**src/rtl/regfile_wb_arbiter.sv**
```systemverilog
// Purpose: round-robin write-back arbiter (ALU vs load path) for the single register file write port, plus per-register busy scoreboard.
// Latency: handshake in cycle N drives rf_reg_write/rf_rd/rf_data and clears busy in cycle N+1; ready is same-cycle combinational.
// Backpressure: exactly one requester is accepted per cycle; the loser sees ready=0 and must hold valid/rd/data until accepted.
//
// Ports:
//   clk, rst_n                        clock, asynchronous active-low reset
//   alu_valid/alu_rd/alu_data/alu_ready   ALU write-back request channel
//   mem_valid/mem_rd/mem_data/mem_ready   load write-back request channel
//   rf_reg_write/rf_rd/rf_data        registered register file write port
//   rsv_valid/rsv_rd                  issue-stage destination reservation
//   rs1_sel/rs2_sel, rs1_busy/rs2_busy  issue-stage pending-write lookup
//   flush                             synchronous clear of every busy bit

module regfile_wb_arbiter #(
    parameter int unsigned DATA_W   = 32,
    parameter int unsigned ADDR_W   = 5,
    parameter int unsigned NUM_REGS = 16
) (
    input  logic              clk,
    input  logic              rst_n,

    // ALU write-back request
    input  logic              alu_valid,
    input  logic [ADDR_W-1:0] alu_rd,
    input  logic [DATA_W-1:0] alu_data,
    output logic              alu_ready,

    // Memory / load write-back request
    input  logic              mem_valid,
    input  logic [ADDR_W-1:0] mem_rd,
    input  logic [DATA_W-1:0] mem_data,
    output logic              mem_ready,

    // Register file write port
    output logic              rf_reg_write,
    output logic [ADDR_W-1:0] rf_rd,
    output logic [DATA_W-1:0] rf_data,

    // Scoreboard interface to the issue stage
    input  logic              rsv_valid,
    input  logic [ADDR_W-1:0] rsv_rd,
    input  logic [ADDR_W-1:0] rs1_sel,
    input  logic [ADDR_W-1:0] rs2_sel,
    output logic              rs1_busy,
    output logic              rs2_busy,
    input  logic              flush
);

    // Which requester won most recently; the other one wins the next conflict.
    typedef enum logic {
        GRANT_ALU = 1'b0,
        GRANT_MEM = 1'b1
    } grant_e;

    // Register 0 is hard-wired and indices beyond NUM_REGS have no storage,
    // so neither is ever written nor tracked as busy.
    function automatic logic in_range(input logic [ADDR_W-1:0] r);
        return (r != '0) && (32'(r) < NUM_REGS);
    endfunction

    // ------------------------------------------------------------------
    // State
    // ------------------------------------------------------------------
    grant_e                last_grant_q, last_grant_d;
    logic                  rf_reg_write_q, rf_reg_write_d;
    logic [ADDR_W-1:0]     rf_rd_q, rf_rd_d;
    logic [DATA_W-1:0]     rf_data_q, rf_data_d;
    logic [NUM_REGS-1:0]   busy_q, busy_d;

    // ------------------------------------------------------------------
    // Arbitration
    // ------------------------------------------------------------------
    logic              grant_alu;
    logic              grant_mem;
    logic              wb_fire;
    logic [ADDR_W-1:0] wb_rd;
    logic [DATA_W-1:0] wb_data;
    logic              wb_commit;

    always_comb begin
        // ALU wins when alone, or on a conflict when MEM won last time.
        grant_alu = alu_valid && (!mem_valid || (last_grant_q == GRANT_MEM));
        grant_mem = mem_valid && !grant_alu;
    end

    assign alu_ready = grant_alu;
    assign mem_ready = grant_mem;

    always_comb begin
        wb_fire   = grant_alu || grant_mem;
        wb_rd     = grant_alu ? alu_rd   : mem_rd;
        wb_data   = grant_alu ? alu_data : mem_data;
        // Out-of-range or r0 writes still handshake and still count for
        // round-robin; only the register file enable is suppressed.
        wb_commit = wb_fire && in_range(wb_rd);
    end

    always_comb begin
        last_grant_d = last_grant_q;
        if (grant_alu) begin
            last_grant_d = GRANT_ALU;
        end else if (grant_mem) begin
            last_grant_d = GRANT_MEM;
        end
    end

    // ------------------------------------------------------------------
    // Write port: select/data hold their last value when idle.
    // ------------------------------------------------------------------
    always_comb begin
        rf_reg_write_d = wb_commit;
        rf_rd_d        = rf_rd_q;
        rf_data_d      = rf_data_q;
        if (wb_fire) begin
            rf_rd_d   = wb_rd;
            rf_data_d = wb_data;
        end
    end

    assign rf_reg_write = rf_reg_write_q;
    assign rf_rd        = rf_rd_q;
    assign rf_data      = rf_data_q;

    // ------------------------------------------------------------------
    // Scoreboard
    // Order of precedence, lowest first: clear by write-back, set by
    // reservation (a newer producer now owns the register), flush.
    // ------------------------------------------------------------------
    logic rsv_set;

    assign rsv_set = rsv_valid && in_range(rsv_rd);

    always_comb begin
        busy_d = busy_q;
        for (int i = 1; i < int'(NUM_REGS); i++) begin
            if (wb_commit && (wb_rd == ADDR_W'(i))) begin
                busy_d[i] = 1'b0;
            end
            if (rsv_set && (rsv_rd == ADDR_W'(i))) begin
                busy_d[i] = 1'b1;
            end
        end
        if (flush) begin
            busy_d = '0;
        end
        busy_d[0] = 1'b0;
    end

    // Lookups read registered state only; a write-back clearing the same
    // register this cycle is not forwarded.
    always_comb begin
        rs1_busy = 1'b0;
        rs2_busy = 1'b0;
        for (int i = 1; i < int'(NUM_REGS); i++) begin
            if (rs1_sel == ADDR_W'(i)) begin
                rs1_busy = busy_q[i];
            end
            if (rs2_sel == ADDR_W'(i)) begin
                rs2_busy = busy_q[i];
            end
        end
    end

    // ------------------------------------------------------------------
    // Flops
    // ------------------------------------------------------------------
    always_ff @(posedge clk or negedge rst_n) begin
        if (!rst_n) begin
            // Start as if MEM won last, so the first conflict goes to ALU.
            last_grant_q   <= GRANT_MEM;
            rf_reg_write_q <= 1'b0;
            rf_rd_q        <= '0;
            rf_data_q      <= '0;
            busy_q         <= '0;
        end else begin
            last_grant_q   <= last_grant_d;
            rf_reg_write_q <= rf_reg_write_d;
            rf_rd_q        <= rf_rd_d;
            rf_data_q      <= rf_data_d;
            busy_q         <= busy_d;
        end
    end

endmodule

```
**config.mk**
```make
export PLATFORM = sky130hd
export DESIGN_NAME = regfile_wb_arbiter
export DESIGN_NICKNAME = d
export VERILOG_FILES = /design/src/rtl/regfile_wb_arbiter.sv
export SDC_FILE = /design/constraint.sdc
export NUM_CORES = 1
export LEC_CHECK = 0
export CAP_MARGIN = 40
export CORE_ASPECT_RATIO = 0.7
export CORE_UTILIZATION = 37
export CTS_CLUSTER_SIZE = 25
export DETAILED_ROUTE_END_ITERATION = 10
export GPL_ROUTABILITY_DRIVEN = 1
export GPL_TIMING_DRIVEN = 0
export PLACE_DENSITY = 0.81
export SLEW_MARGIN = 20
export SYNTH_ARGS = -nofsm -noshare
export SYNTH_HDL_FRONTEND = slang
export SYNTH_SLANG_ARGS = --single-unit
```
**constraint.sdc**
```tcl
create_clock -name clk -period 1.55 [get_ports clk]
set_clock_uncertainty 0.1 [all_clocks]
set_input_delay 0.31 -clock clk [delete_from_list [all_inputs] [get_ports clk]]
set_output_delay 0.31 -clock clk [all_outputs]
set_load 0.005 [all_outputs]
```
# Word level (Yosys, flattened, before mapping)
# Cells that the tools add are included.
# Widths: inputs -> output; s select.
dict set report classes {
  n_lt_le_gt_ge 2
  eq_ne 60
  mux 65
  reduce_logical 58
}
# cell count
set op_table {}
lappend op_table {{$eq 5x4->1 const B} 32}
lappend op_table {{$eq 5x3->1 const B} 16}
lappend op_table {{$mux 1} 62}
lappend op_table {{$reduce_bool 3->1} 15}
lappend op_table {{$eq 5x2->1 const B} 8}
lappend op_table {{$logic_and 1x1->1} 36}
lappend op_table {{$mux 32} 1}
lappend op_table {{$eq 5x1->1 const B} 4}
lappend op_table {{$mux 16} 1}
lappend op_table {{$lt 5x5->1 const B} 2}
lappend op_table {{$reduce_bool 5->1} 2}
lappend op_table {{$mux 5} 1}
lappend op_table {{$logic_not 1->1} 2}
lappend op_table {{$logic_or 1x1->1} 2}
lappend op_table {{$reduce_bool 2->1} 1}
dict set report word_totals {
  word_cells 204
  inputBits 95
  register_bits 54
}

# Depth between registers and ports, before layout
dict set report logic_depth {
  ltp_word 16
  depth_mapped 7
}

# Least setup slack after synthesis
# No wires, ideal clock.
dict set report synth_path {
  path_type {input-to-output}
  from {in rs1_sel[1]}
  to {out rs1_busy}
  slack_ns -0.185
  n_path_buf 1
  arrival_ns 1.325
  cell_stages 6
  path_cell_list {buf_6 mux2_4 a221oi_1 nor3_1 a311oi_1 nor3_1}
}
dict set report synth_via {
  elab_chain_len 16
  word_cells_on_any_way 30
  cone_classes {eq/ne (15); mux (15)}
}
# element line_no
set synth_lines {}
lappend synth_lines {{start, declared} 42} ;# input logic [ADDR_W-1:0] rs1_sel,
lappend synth_lines {{$eq 5x1->1} 155} ;# if (rs1_sel == ADDR_W'(i)) begin
lappend synth_lines {{$mux 1 (14 in series)} 155}
lappend synth_lines {{$mux 1 (*)} 155}
lappend synth_lines {{end, declared} 44} ;# output logic rs1_busy,
# Mark *: on every way between the ends. The rest lies on a longest branch, timed or not.

# Final worst setup path
dict set report layout_path {
  from {reg busy_q[7]}
  to {out rs1_busy}
}
dict set report layout_via {
  elab_chain_len 9
}
# element line_no
set layout_lines {}
lappend layout_lines {{start, declared} 68} ;# logic [NUM_REGS-1:0] busy_q, busy_d;
lappend layout_lines {{start signal, assigned} 180} ;# busy_q <= busy_d;
lappend layout_lines {{$mux 1 (9 in series)} 155}
# No other way between the ends.

==> impl_metrics.env <==
export IMPL_status="finished, violations left"
export IMPL_violations="negative setup slack"
export IMPL_cts_buffers=5
export IMPL_synthArstFlopShare_pct=100
export IMPL_holdWs_ns=0.411
export IMPL_peakVddDrop_mv=0.490
export IMPL_antenna_found_initial=0
export IMPL_start_util_pct=39.3
export IMPL_final_common_cell="clkdlybuf4s50_1"
export IMPL_tns_ns=-11.50
export IMPL_ys_ff_latch=54
export IMPL_relSlewSlack_pct=52.3
export IMPL_syn_area_um2=3180
export IMPL_nets=608
export IMPL_dr_pass1_iters=5
export IMPL_grt_overflow_total=0
export IMPL_synth_fp_nets=441
export IMPL_cts_buffer_depth=2
export IMPL_wire_per_inst_um=18.9
export IMPL_routed_wl_um=11600
export IMPL_area_delta_synth_final_pct=76.5
export IMPL_syn_inst=346
export IMPL_cp_slowest_cell="mux4_2"
export IMPL_regArea_um2=1350
export IMPL_cts_htree_levels=2
export IMPL_insertion_delay_ns=0.30
export IMPL_drtAntennaViolNets=0
export IMPL_clk_pin_slew_ns=0.07
export IMPL_grt_pass1_wl_um=17700
export IMPL_max_cap_violations=0
export IMPL_synth_edf_count=0
export IMPL_drive_above_1_share_pct=31.3
export IMPL_crit_path_end_kind="output pin"
export IMPL_drc=0
export IMPL_grtUsageTotal_pct=25.2
export IMPL_dpl_instance_area_um2=4620
export IMPL_grt_setup_unrepaired="true"
export IMPL_die_w_um=113
export IMPL_synth_distinct_cells=44
export IMPL_reg2regPathDepth=8
export IMPL_power_switching_uw=1240
export IMPL_fill_cells=620
export IMPL_fin_ws_ns=-0.660
export IMPL_final_cell_area_um2=5620
export IMPL_core_um2=8110
export IMPL_num_rows=27
export IMPL_post_route_period_util_pct=143
export IMPL_hold_class="in -> reg"
export IMPL_vias=3555
export IMPL_n_antenna_cell=0
export IMPL_pwr_share_seq_pct=37.5
export IMPL_critical_path_class="reg -> out"
export IMPL_ys_seq_area_share_pct=42.5
export IMPL_r2r_end="busy_q[7]"
export IMPL_final_cell_mix="77 x clkdlybuf4s50_1, 53 x dfrtp_1, 42 x dlygate4sd2_1"
export IMPL_multi_input_area_um2=2070
export IMPL_grt_pass1_vias=3508
export IMPL_r2r_start="last_grant_q"
export IMPL_place_ws_ns=-1.04
export IMPL_power_total_uw=4340
export IMPL_period_needed_ns=2.21
export IMPL_startpoint_type="flop"
export IMPL_yosysWarnings=0
export IMPL_port_buffers=128
export IMPL_min_from="alu_valid"
export IMPL_grt_max_degree=55
export IMPL_crit_arrival_ns=1.80
export IMPL_setup_viol=48
export IMPL_drt_initial_drc_count=268
export IMPL_crit_family="multiplexers"
export IMPL_crit_path_frequent_cell="nor3_1"
export IMPL_vias_per_cell=5.78
export IMPL_power_frac_comb_pct=32.9
export IMPL_tightest_slew_ns=0.716
export IMPL_slowest_delay_ns=0.47
export IMPL_clock_sinks=54
export IMPL_cp_max_fo=3
export IMPL_worstSetupStartpoint="busy_q[7]"
export IMPL_min_path_cells=4
export IMPL_powerDensity_nw_per_um2=773
export IMPL_hold_violations=0
export IMPL_cp_buffers_inverters=1
export IMPL_swShare_pct=28.6
export IMPL_die_area_um2=8990
export IMPL_leakage_uw=0.00241
export IMPL_p_int_uw=3100
export IMPL_io_pins=137
export IMPL_synth_ff_type="dfrtp_1"
export IMPL_syn_area_per_cell_um2=9.20
export IMPL_cts_root_buf="clkbuf_16"
export IMPL_die_y_um=79.6
export IMPL_r2r_setup_slack_ns=-0.40
export IMPL_gp_congestion=0.955
export IMPL_required_ns=1.14
export IMPL_place_hpwl_um=7550
export IMPL_cts_tree="yes"
export IMPL_p_clk_share_pct=29.6
export IMPL_path_cells="mux4_2, nor2b_1, nor3_1, a311oi_1, nor3_1, buf_2"
export IMPL_drv_slew=0
export IMPL_fmax_mhz=453
export IMPL_hold_end="last_grant_q"
tightest hold or removal path: cells and delay by family:
family	cells	cell delay, ns
buf+inv	2	0.32
compound gates	1	0.10
simple gates	1	0.08
routing by layer:
| metal | vias up | global-route usage [%] | routed length [µm] |
|---|---|---|---|
| li1 | 1617 | - | - |
| met4 | 0 | 5.26 | 214 |
| met5 | - | 0 | 0 |
| met3 | 24 | 6.30 | 932 |
| met2 | 176 | 41.2 | 5440 |
| met1 | 1738 | 34.0 | 5040 |
timing repair:
item | in CTS | in global routing
hold endpoints to repair | 40 | 0
setup endpoints to repair | 92 | 60
pin swaps | 36 | 22
hold buffers | 1 | 0
buffers inserted | 23 | 8
cloned | 5 | 1
resized for setup | 175 | 88
metrics by stage:
stage,utilization (%),cells
2_1_floorplan,-,346
3_3_place_gp,57.1,575
3_5_place_dp,57.0,575
4_1_cts,65.8,612
5_1_grt,69.3,615
6_report,69.3,615
cell type report:
cell class                      count  share of cell area (%)
Buffer                             25                    4.43
Clock buffer                        6                    2.29
Clock inverter                      2                   0.668
Inverter                            3                   0.289
Multi-Input combinational cell    264                    36.9
Sequential cell                    54                    24.1
Tap cell                          101                    2.25
Timing Repair Buffer              160                    29.1
state kept, by name (all words and copies together), names as in the netlist:
name / count
rf_data: 32
busy_q: 15
rf_reg_write: 1
last_grant_q: 1
rf_rd: 5
logic make-up (layout without fill, tap and decap cells):
group | Yosys count | after routing | synth area share [%]
DFF | 54 | 54 | 42.5
AOI/OAI and AO/OA | 111 | 111 | 21.9
muxes | 45 | 45 | 15.3
buffers and inverters | 28 | 196 | 4.79
and+or+nand+nor | 108 | 108 | 15.5
worst max path at each step:
| stage | to | slack, ns | cells after the start |
|---|---|---|---|
| floorplan | rs1_busy | -0.19 | 6 |
| global placement | rf_data[26] | -1.62 | 1 |
| detailed placement | rs2_busy | -1.04 | 5 |
| CTS | rs1_busy | -0.68 | 6 |
| global route | rs1_busy | -0.74 | 6 |
| finish | rs1_busy | -0.66 | 6 |
power by group through the flow:
stage          logic [µW]  clock network (µW)  registers [µW]
2_1_floorplan         407                   0            1660
3_3_place_gp         1060                   0            1650
3_5_place_dp         1080                   0            1650
4_1_cts              1300                1300            1620
5_1_grt              1530                1370            1650
6_report             1430                1290            1630
cells in the mapped netlist (2+ instances only):
| master | n | area (µm²) |
|---|---|---|
| clkbuf_1 | 8 | 30.0 |
| a2111oi_2 | 2 | 30.0 |
| o21ai_1 | 2 | 10.0 |
| a221oi_1 | 2 | 17.5 |
| nand3_1 | 4 | 20.0 |
| a21oi_1 | 17 | 85.1 |
| a211oi_1 | 10 | 75.1 |
| dfrtp_1 | 53 | 1330 |
| nand2_1 | 53 | 199 |
| a31oi_1 | 8 | 50.1 |
| nor2_1 | 20 | 75.1 |
| buf_2 | 11 | 55.1 |
| a311oi_1 | 4 | 35.0 |
| nor3_1 | 6 | 30.0 |
| nand2b_1 | 6 | 37.5 |
| a41oi_1 | 6 | 52.6 |
| o22ai_1 | 4 | 25.0 |
| buf_6 | 4 | 45.0 |
| mux2_2 | 5 | 56.3 |
| a2111oi_0 | 4 | 35.0 |
| o21ai_0 | 46 | 230 |
| mux4_2 | 2 | 45.0 |
| inv_1 | 2 | 7.51 |
| mux2i_1 | 37 | 370 |
| nor3b_1 | 2 | 15.0 |
| nor2b_1 | 10 | 62.6 |
Power figures use the tool's default switching activity.
